### config.mk
export PLATFORM = sky130hd
export DESIGN_NAME = cbrt_arbiter
export DESIGN_NICKNAME = d
export VERILOG_FILES = /design/src/rtl/cbrt_arbiter_pkg.sv /design/src/rtl/cbrt_arbiter_rr_picker.sv /design/src/rtl/cbrt_arbiter.sv
export SDC_FILE = /design/constraint.sdc
export NUM_CORES = 1
export LEC_CHECK = 0
export ABC_AREA = 1
export CORE_MARGIN = 2
export CORE_UTILIZATION = 30
export CTS_BUF_LIST = sky130_fd_sc_hd__clkbuf_16
export DETAILED_ROUTE_END_ITERATION = 6
export DONT_BUFFER_PORTS = 1
export SKIP_CTS_REPAIR_TIMING = 1
export SLEW_MARGIN = 20
export SYNTH_ARGS = -nofsm -noshare
export SYNTH_HDL_FRONTEND = slang
export SYNTH_SLANG_ARGS = --single-unit
### constraint.sdc
create_clock -name clk -period 2.1 [get_ports clk]
set_input_delay 0.42 -clock clk [delete_from_list [all_inputs] [get_ports clk]]
set_output_delay 0.42 -clock clk [all_outputs]
set_load 0.1 [all_outputs]
### src/rtl/cbrt_arbiter_pkg.sv
// Shared types and defaults for the cubic-root arbiter slice.
// Holds the FSM state encoding plus the datapath width and default watchdog limit.
package cbrt_pkg;

  typedef enum logic [2:0] {
    IDLE,
    ISSUE,
    WAIT_BUSY,
    WAIT_DONE,
    RESP
  } state_e;

  localparam int CBRT_DATA_W      = 16;
  localparam int CBRT_TIMEOUT_CYC = 255;

endpackage

### src/rtl/cbrt_arbiter_rr_picker.sv
// Combinational round-robin picker: first set req bit searching from ptr+1 with wrap.
// Zero latency; grant is all-zero when no request is pending.
module rr_picker
  import cbrt_pkg::*;
#(
  parameter int NUM_REQ = 2,
  parameter int IW      = 1
) (
  input  logic [NUM_REQ-1:0] req,
  input  logic [IW-1:0]      ptr,
  output logic [NUM_REQ-1:0] gnt,
  output logic [IW-1:0]      idx
);

  always_comb begin
    int j;
    j   = 0;
    gnt = '0;
    idx = '0;
    for (int k = 1; k <= NUM_REQ; k++) begin
      j = int'(ptr) + k;
      if (j >= NUM_REQ) j = j - NUM_REQ;
      if (gnt == '0 && req[j]) begin
        gnt[j] = 1'b1;
        idx    = IW'(j);
      end
    end
  end

endmodule

### src/rtl/cbrt_arbiter.sv
// Round-robin front end sharing one cubic_root datapath; grant one cycle after req seen in IDLE.
// Requests wait while arb_busy; CBRT_ARB_TIMEOUT_EN adds a watchdog that answers with res_err.
module cbrt_arbiter
  import cbrt_pkg::*;
#(
  parameter int NUM_REQ     = 2,
  parameter int DATA_W      = CBRT_DATA_W
`ifdef CBRT_ARB_TIMEOUT_EN
  ,
  parameter int TIMEOUT_CYC = CBRT_TIMEOUT_CYC
`endif
) (
  input  logic                      clk,
  input  logic                      rst,
  input  logic [NUM_REQ-1:0]        req,
  input  logic [NUM_REQ*DATA_W-1:0] req_x,
  output logic [NUM_REQ-1:0]        gnt,
  output logic [NUM_REQ-1:0]        res_valid,
  output logic [DATA_W-1:0]         res_data,
  output logic                      res_err,
  output logic                      arb_busy,
  output logic                      cbrt_start,
  output logic [DATA_W-1:0]         cbrt_x,
  input  logic [1:0]                cbrt_busy,
  input  logic [DATA_W-1:0]         cbrt_out
);

  localparam int IW = $clog2(NUM_REQ);

  state_e              state_q, state_d;
  logic [IW-1:0]       id_q, id_d;
  logic [IW-1:0]       rr_ptr_q, rr_ptr_d;
  logic [DATA_W-1:0]   cbrt_x_q, cbrt_x_d;
  logic [DATA_W-1:0]   res_data_q, res_data_d;
  logic [IW-1:0]       pick_idx;
  logic [NUM_REQ-1:0]  pick_gnt;
  logic [NUM_REQ-1:0]  owner;
  logic                timeout;

  rr_picker #(
    .NUM_REQ(NUM_REQ),
    .IW     (IW)
  ) u_picker (
    .req(req),
    .ptr(rr_ptr_q),
    .gnt(pick_gnt),
    .idx(pick_idx)
  );

`ifdef CBRT_ARB_TIMEOUT_EN
  localparam int TW = $clog2(TIMEOUT_CYC + 1);

  logic [TW-1:0] tmo_q, tmo_d;
  logic          res_err_q, res_err_d;

  // Counter only runs while waiting on the datapath, so it restarts at zero for every job.
  always_comb begin
    tmo_d     = '0;
    res_err_d = timeout;
    if (state_q == WAIT_BUSY || state_q == WAIT_DONE) tmo_d = tmo_q + TW'(1);
  end

  assign timeout = (state_q == WAIT_BUSY || state_q == WAIT_DONE) &&
                   (tmo_q == TW'(TIMEOUT_CYC - 1));
  assign res_err = res_err_q;

  always_ff @(posedge clk) begin
    if (rst) begin
      tmo_q     <= '0;
      res_err_q <= 1'b0;
    end else begin
      tmo_q     <= tmo_d;
      res_err_q <= res_err_d;
    end
  end
`else
  assign timeout = 1'b0;
  assign res_err = 1'b0;
`endif

  always_comb begin
    state_d    = state_q;
    id_d       = id_q;
    rr_ptr_d   = rr_ptr_q;
    cbrt_x_d   = cbrt_x_q;
    res_data_d = res_data_q;
    case (state_q)
      IDLE: begin
        if (pick_gnt != '0) begin
          state_d  = ISSUE;
          id_d     = pick_idx;
          rr_ptr_d = pick_idx;
          cbrt_x_d = req_x[int'(pick_idx)*DATA_W +: DATA_W];
        end
      end
      ISSUE: state_d = WAIT_BUSY;
      WAIT_BUSY: begin
        if (timeout) begin
          state_d    = RESP;
          res_data_d = '0;
        end else if (cbrt_busy != 2'b00) begin
          state_d = WAIT_DONE;
        end
      end
      WAIT_DONE: begin
        if (timeout) begin
          state_d    = RESP;
          res_data_d = '0;
        end else if (cbrt_busy == 2'b00) begin
          state_d    = RESP;
          res_data_d = cbrt_out;
        end
      end
      RESP:    state_d = IDLE;
      default: state_d = IDLE;
    endcase
  end

  always_ff @(posedge clk) begin
    if (rst) begin
      state_q    <= IDLE;
      id_q       <= '0;
      rr_ptr_q   <= IW'(NUM_REQ - 1);
      cbrt_x_q   <= '0;
      res_data_q <= '0;
    end else begin
      state_q    <= state_d;
      id_q       <= id_d;
      rr_ptr_q   <= rr_ptr_d;
      cbrt_x_q   <= cbrt_x_d;
      res_data_q <= res_data_d;
    end
  end

  // Pulses are decoded from the registered state so they are exactly one cycle wide.
  assign owner      = NUM_REQ'(1) << id_q;
  assign gnt        = (state_q == ISSUE) ? owner : '0;
  assign res_valid  = (state_q == RESP) ? owner : '0;
  assign cbrt_start = (state_q == ISSUE);
  assign arb_busy   = (state_q != IDLE);
  assign cbrt_x     = cbrt_x_q;
  assign res_data   = res_data_q;

endmodule

==> impl_metrics.py, run 1 <==
metrics = {
    "place": {
        "portBuffers": 0,
        "dp_cells": 335,
        "routabilityCongestion": 0.7739,
        "hpwl_mm": 2.798,
        "dpl_cell_area_um2": 1949,
    },
    "clock_tree": {
        "worst_skew_pair.late_latency_ns": 0.28,
        "cts_tree": "done",
        "htree_levels": 2,
        "clkTransAtPathRegs_ns": 0.06,
        "clock-sinks": 37,
        "numCtsBuffers": 5,
        "clockRootBuffer": "clkbuf_16",
        "clock_path_buffers": 2,
    },
    "global_routing": {
        "grtUsageMet2_pct": 21.98,
        "grtUsageMet3_pct": 4.828,
        "grt_overflow": 0,
        "grt.busiest_layer": "met2",
        "grt_pass1_wl_mm": 6.141,
        "use_met1_pct": 14.37,
        "grt_use_total_pct": 12.70,
        "antenna_found_initial": 0,
        "first_global_vias": 1394,
        "grt_start_max_net_pins": 21,
    },
    "floorplanning": {
        "rows": 26,
        "die_h_um": 78.09,
        "pin_count": 93,
        "core_um2": 5205,
        "floorplan.die_area_um2": 6097,
        "die_x_um": 78.09,
        "start_util_pct": 31.63,
    },
    "timing": {
        "max_freq_ghz": 0.5661,
        "fin_crit_ns": 1.767,
        "slew_viol_final": 0,
        "finalCritPeriodShare_pct": 84.12,
        "hold_viol_final": 0,
        "setup_viol": 0,
        "rsz0062_at_grt": "no",
        "finalClockSkew_ns": 0.007234,
    },
    "run": {
        "maxCapViolCount": 0,
    },
    "drt": {
        "drt_iter0_drc": 26,
        "antenna_left": 0,
        "viasPerCell": 4.522,
        "routedWlPerCell_um": 11.51,
        "drc": 0,
        "dr.pass1.iters": 6,
        "dr_total_vias": 1551,
        "route.final.wire_length_mm": 3.948,
    },
    "synthesis": {
        "yosysWarnings": 0,
        "postSynthAreaPerCell_um2": 6.918,
        "synthCells": 238,
        "syn_nets": 292,
        "synth_area_um2": 1647,
        "yosysSeqAreaShare_pct": 44.98,
        "synth_seq_cells": 37,
        "yosys.cell_types.count": 21,
    },
    "pwr": {
        "ir_worst_vdd_mv": 0.4250,
        "total_power_mw": 2.272,
        "powerDensity_nw_per_um2": 1083,
        "leakage_nw": 1.021,
    },
    "worst_setup_path": {
        "worst-r2r-cell-count": 5,
        "required_ns": 1.68,
        "cp_cell_sequence": "inv_1 -> nand3_1 -> nor2_2 -> buf_4",
        "max_stage_delay_ns": 0.35,
        "worstSetupPathType": "flip-flop to output port",
        "critPathLaunchType": "flip-flop",
        "worstPathMaxFanout": 5,
        "end_kind": "output port",
        "arrival_ns": 1.35,
        "cpMaxStageDelayCell": "dfxtp_1",
    },
    "min_path": {
        "worstHoldPathType": "input port to flip-flop",
        "whs_path_depth": 1,
    },
    "layout": {
        "finalInstanceArea_um2": 2097,
        "final_cell_mix": "90 x nand2_1, 37 x nor2_1, 37 x dfxtp_1, 37 x buf_4, 18 x a21oi_1",
        "area_growth_pct": 27.36,
        "drive_gt1_share_pct": 22.71,
        "nets": 326,
        "mostFrequentLayoutCell": "nand2_1",
        "layoutNonFillerInstCount": 343,
        "antenna_cells": 0,
    },
    "status": {
        "status": "complete, no violations",
    },
}
## worst max-delay path, delay by kind of cell, from the launching register on
kind | cells | cell delay, ns
flops | 1 | 0.35
buf+inv | 2 | 0.41
simple gates | 2 | 0.30
## synthesized netlist by cell type
library cell	instances	area, um^2
a21oi_1	18	90.09
a21oi_2	2	17.52
a21oi_4	1	16.27
buf_2	3	15.01
buf_4	2	15.01
buf_6	3	33.78
clkbuf_1	1	3.750
clkbuf_2	1	5.000
conb_1	1	3.750
dfxtp_1	37	740.7
inv_1	8	30.03
inv_2	3	11.26
nand2_1	90	337.8
nand2_2	1	6.260
nand2_4	3	33.78
nand3_1	4	20.02
nand3_2	1	10.01
nor2_1	41	153.9
nor2_4	2	22.52
o21ai_0	15	75.07
o21ai_1	1	5.000
## layer usage
layer / vias to the layer above / wire length [um]
li1: 807 / -
met1: 673 / 1673
met2: 69 / 1826
met3: 2 / 426
met4: 0 / 22
met5: - / 0
## flip-flops by register name, indices dropped and copies added, names as in the netlist
register and count:
id_q 1, res_data 16, cbrt_x 16, state_q 3
rr_ptr_q 1
## final cells by class
type                            instances  area, um^2
Sequential cell                        37       740.7
Fill cell                             559        3108
Tap cell                               70       87.58
Multi-Input combinational cell        180       802.0
Clock inverter                          3       22.52
Clock buffer                            5       125.1
Timing Repair Buffer                   37       277.8
Inverter                               11       41.29
## cell families after synthesis
| logic type | after synthesis | share of synthesized area (%) |
|---|---|---|
| other | 1 | 0.2277 |
| buffers and inverters | 21 | 6.914 |
| flip-flops | 37 | 44.98 |
| AND/OR/NAND/NOR | 142 | 35.49 |
| AO/OA/AOI/OAI | 37 | 12.39 |
## power by group
part	leakage [nW]	switching, mW	internal, mW	total [mW]
clock network	0.0738	0.283	0.441	0.723
registers	0.302	0.0285	0.758	0.787
logic	0.645	0.616	0.146	0.762
## final timing paths
check	slack [ns]	from	endpoint
worst max-delay path	0.33	state_q[1]$_SDFFE_PP0P_	gnt[0]
worst min-delay path	0.21	rst	state_q[2]$_SDFFE_PP0P_
worst max register to register	0.56	state_q[0]$_SDFFE_PP0P_	cbrt_x[8]$_SDFFE_PP0P_
worst min register to register	0.46	cbrt_x[9]$_SDFFE_PP0P_	cbrt_x[9]$_SDFFE_PP0P_
## metrics by stage
stage,setup slack (ns),util [%],setup TNS [ns],hold slack (ns)
after floorplan,-0.1625,-,-0.3249,0.4484
after global placement,0.5709,37.45,0,0.4486
after detailed placement,0.5510,37.45,0,0.4538
after CTS,0.3249,40.29,0,0.2010
after global routing,0.2720,40.29,0,0.1985
final,0.3335,40.29,0,0.2062
Note: power is estimated with default switching activity, not from simulation.
==> run 2, diff against run 1 <==
==> constraint.sdc (replaced) <==
create_clock -name clk -period 1.6 [get_ports clk]
set_input_delay 0.32 -clock clk [delete_from_list [all_inputs] [get_ports clk]]
set_output_delay 0.32 -clock clk [all_outputs]
set_load 0.1 [all_outputs]
==> impl_metrics.py, run 2 (synthesis results as in run 1) <==
metrics = {
    "timing": {
        "hold_viol_final": 0,
        "finalCritPeriodShare_pct": 94.33,
        "rsz0062_at_grt": "no",
        "layout_setup_ws_ns": 0.09066,
        "fin_crit_ns": 1.509,
        "setup_viol": 0,
        "finalClockSkew_ns": 0.007193,
        "max_freq_ghz": 0.6625,
        "slew_viol_final": 0,
    },
    "place": {
        "pre_cts_ws_ns": 0.2488,
        "routabilityCongestion": 0.6846,
        "hpwl_mm": 2.888,
        "portBuffers": 0,
        "dpl_cell_area_um2": 2037,
    },
    "layout": {
        "multiInputGateArea_um2": 839.6,
        "finalInstanceArea_um2": 2211,
        "regArea_um2": 744.5,
        "antenna_cells": 0,
        "final_cell_mix": "89 x nand2_1, 36 x nor2_1, 34 x dfxtp_1, 34 x buf_4, 18 x a21oi_1",
        "mostFrequentLayoutCell": "nand2_1",
        "area_growth_pct": 34.27,
        "drive_gt1_share_pct": 26.18,
        "nets": 328,
        "fillers": 537,
    },
    "clock_tree": {
        "clock_path_buffers": 2,
        "numCtsBuffers": 5,
        "clockRootBuffer": "clkbuf_16",
        "clock-sinks": 37,
        "worst_skew_pair.late_latency_ns": 0.28,
        "htree_levels": 2,
        "cts_tree": "done",
        "clkTransAtPathRegs_ns": 0.06,
    },
    "worst_setup_path": {
        "required_ns": 1.28,
        "rr_endpoint": "cbrt_x[6]$_SDFFE_PP0P_",
        "cp_cell_sequence": "inv_1 -> nand3_4 -> nor2_4 -> buf_12",
        "worstSetupPathType": "flip-flop to output port",
        "crit_path_start": "state_q[2]$_SDFFE_PP0P_",
        "end_kind": "output port",
        "max_stage_delay_ns": 0.35,
        "arrival_ns": 1.19,
        "worst-r2r-cell-count": 5,
        "cpMaxStageDelayCell": "dfxtp_1",
        "r2r-start": "state_q[2]$_SDFFE_PP0P_",
        "critPathLaunchType": "flip-flop",
        "worstPathMaxFanout": 4,
        "r2r_slack_ns": 0.32,
        "endpoint": "gnt[0]",
    },
    "drt": {
        "route.final.wire_length_mm": 4.073,
        "antenna_left": 0,
        "viasPerCell": 4.446,
        "drt_iter0_drc": 48,
        "routedWlPerCell_um": 11.81,
        "dr_total_vias": 1534,
        "dr.pass1.iters": 4,
        "drc": 0,
    },
    "min_path": {
        "worstHoldPathType": "input port to flip-flop",
        "whs_path_depth": 1,
        "min-delay-start": "rst",
    },
    "global_routing": {
        "grt_start_max_net_pins": 21,
        "grt_use_total_pct": 13.44,
        "grt_overflow": 0,
        "antenna_found_initial": 0,
        "grt_pass1_wl_mm": 6.686,
        "first_global_vias": 1522,
    },
    "pwr": {
        "ir_worst_vdd_mv": 0.6170,
        "leakage_nw": 1.046,
        "powerDensity_nw_per_um2": 1378,
    },
    "floorplanning": {
        "pin_count": 93,
        "floorplan.die_area_um2": 6097,
        "rows": 26,
        "die_h_um": 78.09,
        "core_um2": 5205,
        "start_util_pct": 31.63,
        "die_x_um": 78.09,
    },
    "status": {
        "status": "complete, no violations",
    },
    "run": {
        "maxCapViolCount": 0,
    },
}
run 2: changes by cell type in the layout (fill, tap and decap cells not counted), moves of 2 or more:
cell	delta
buf_12	+5
nor2_4	+4
buf_4	-3
dfxtp_1	-3
dfxtp_2	+3
nor2_2	-3
clkinv_4	-2
inv_1	-2
inv_2	+2
run 2: critical path: cells and delay by family (launching register included):
kind                   cells  cell delay [ns]
buffers and inverters      2             0.32
DFF                        1             0.35
and+or+nand+nor            2             0.25
run 2: where the power goes:
group          leakage [nW]  switching (mW)  internal, mW
Combinational         0.674           0.827         0.236
Clock                0.0696           0.367         0.570
Sequential            0.303          0.0477         0.998
run 2: metrics by stage:
stage	power [mW]	setup TNS (ns)	util, %	hold WS (ns)	cells
global placement	2.101	0	39.13	0.3856	337
detailed placement	2.110	0	39.13	0.3866	337
CTS	3.061	-0.1406	41.88	0.09555	345
global route	3.187	0	42.48	0.09015	345
floorplan	1.924	-0.2640	-	0.4484	238
finish	3.046	0	42.48	0.1046	345
run 2: how the worst min path moves through the flow:
| stage | endpoint |
|---|---|
| final | cbrt_x[8]$_SDFFE_PP0P_ |
| after global routing | cbrt_x[14]$_SDFFE_PP0P_ |
| after CTS | cbrt_x[8]$_SDFFE_PP0P_ |
| after detailed placement | cbrt_x[8]$_SDFFE_PP0P_ |
| after global placement | cbrt_x[8]$_SDFFE_PP0P_ |
| after floorplan | rr_ptr_q$_SDFFE_PP1P_ |
run 2: final cells by class:
cell class / instances / share of cell area [%]
clock buffers: 5 / 5.659
well taps: 70 / 3.962
multi-input cells: 180 / 37.97
clock inverters: 3 / 0.7923
repair buffers: 39 / 16.07
inverters: 11 / 1.868
flip-flops and latches: 37 / 33.67
run 2: routing by layer:
metal / vias to the layer above / global-route usage, % / share of wire, %
li1: 814 / - / -
met1: 652 / 15.82 / 44
met2: 66 / 24.22 / 46
met3: 2 / 4.253 / 9.5
met4: 0 / 2.281 / 0.17
met5: - / 0 / 0
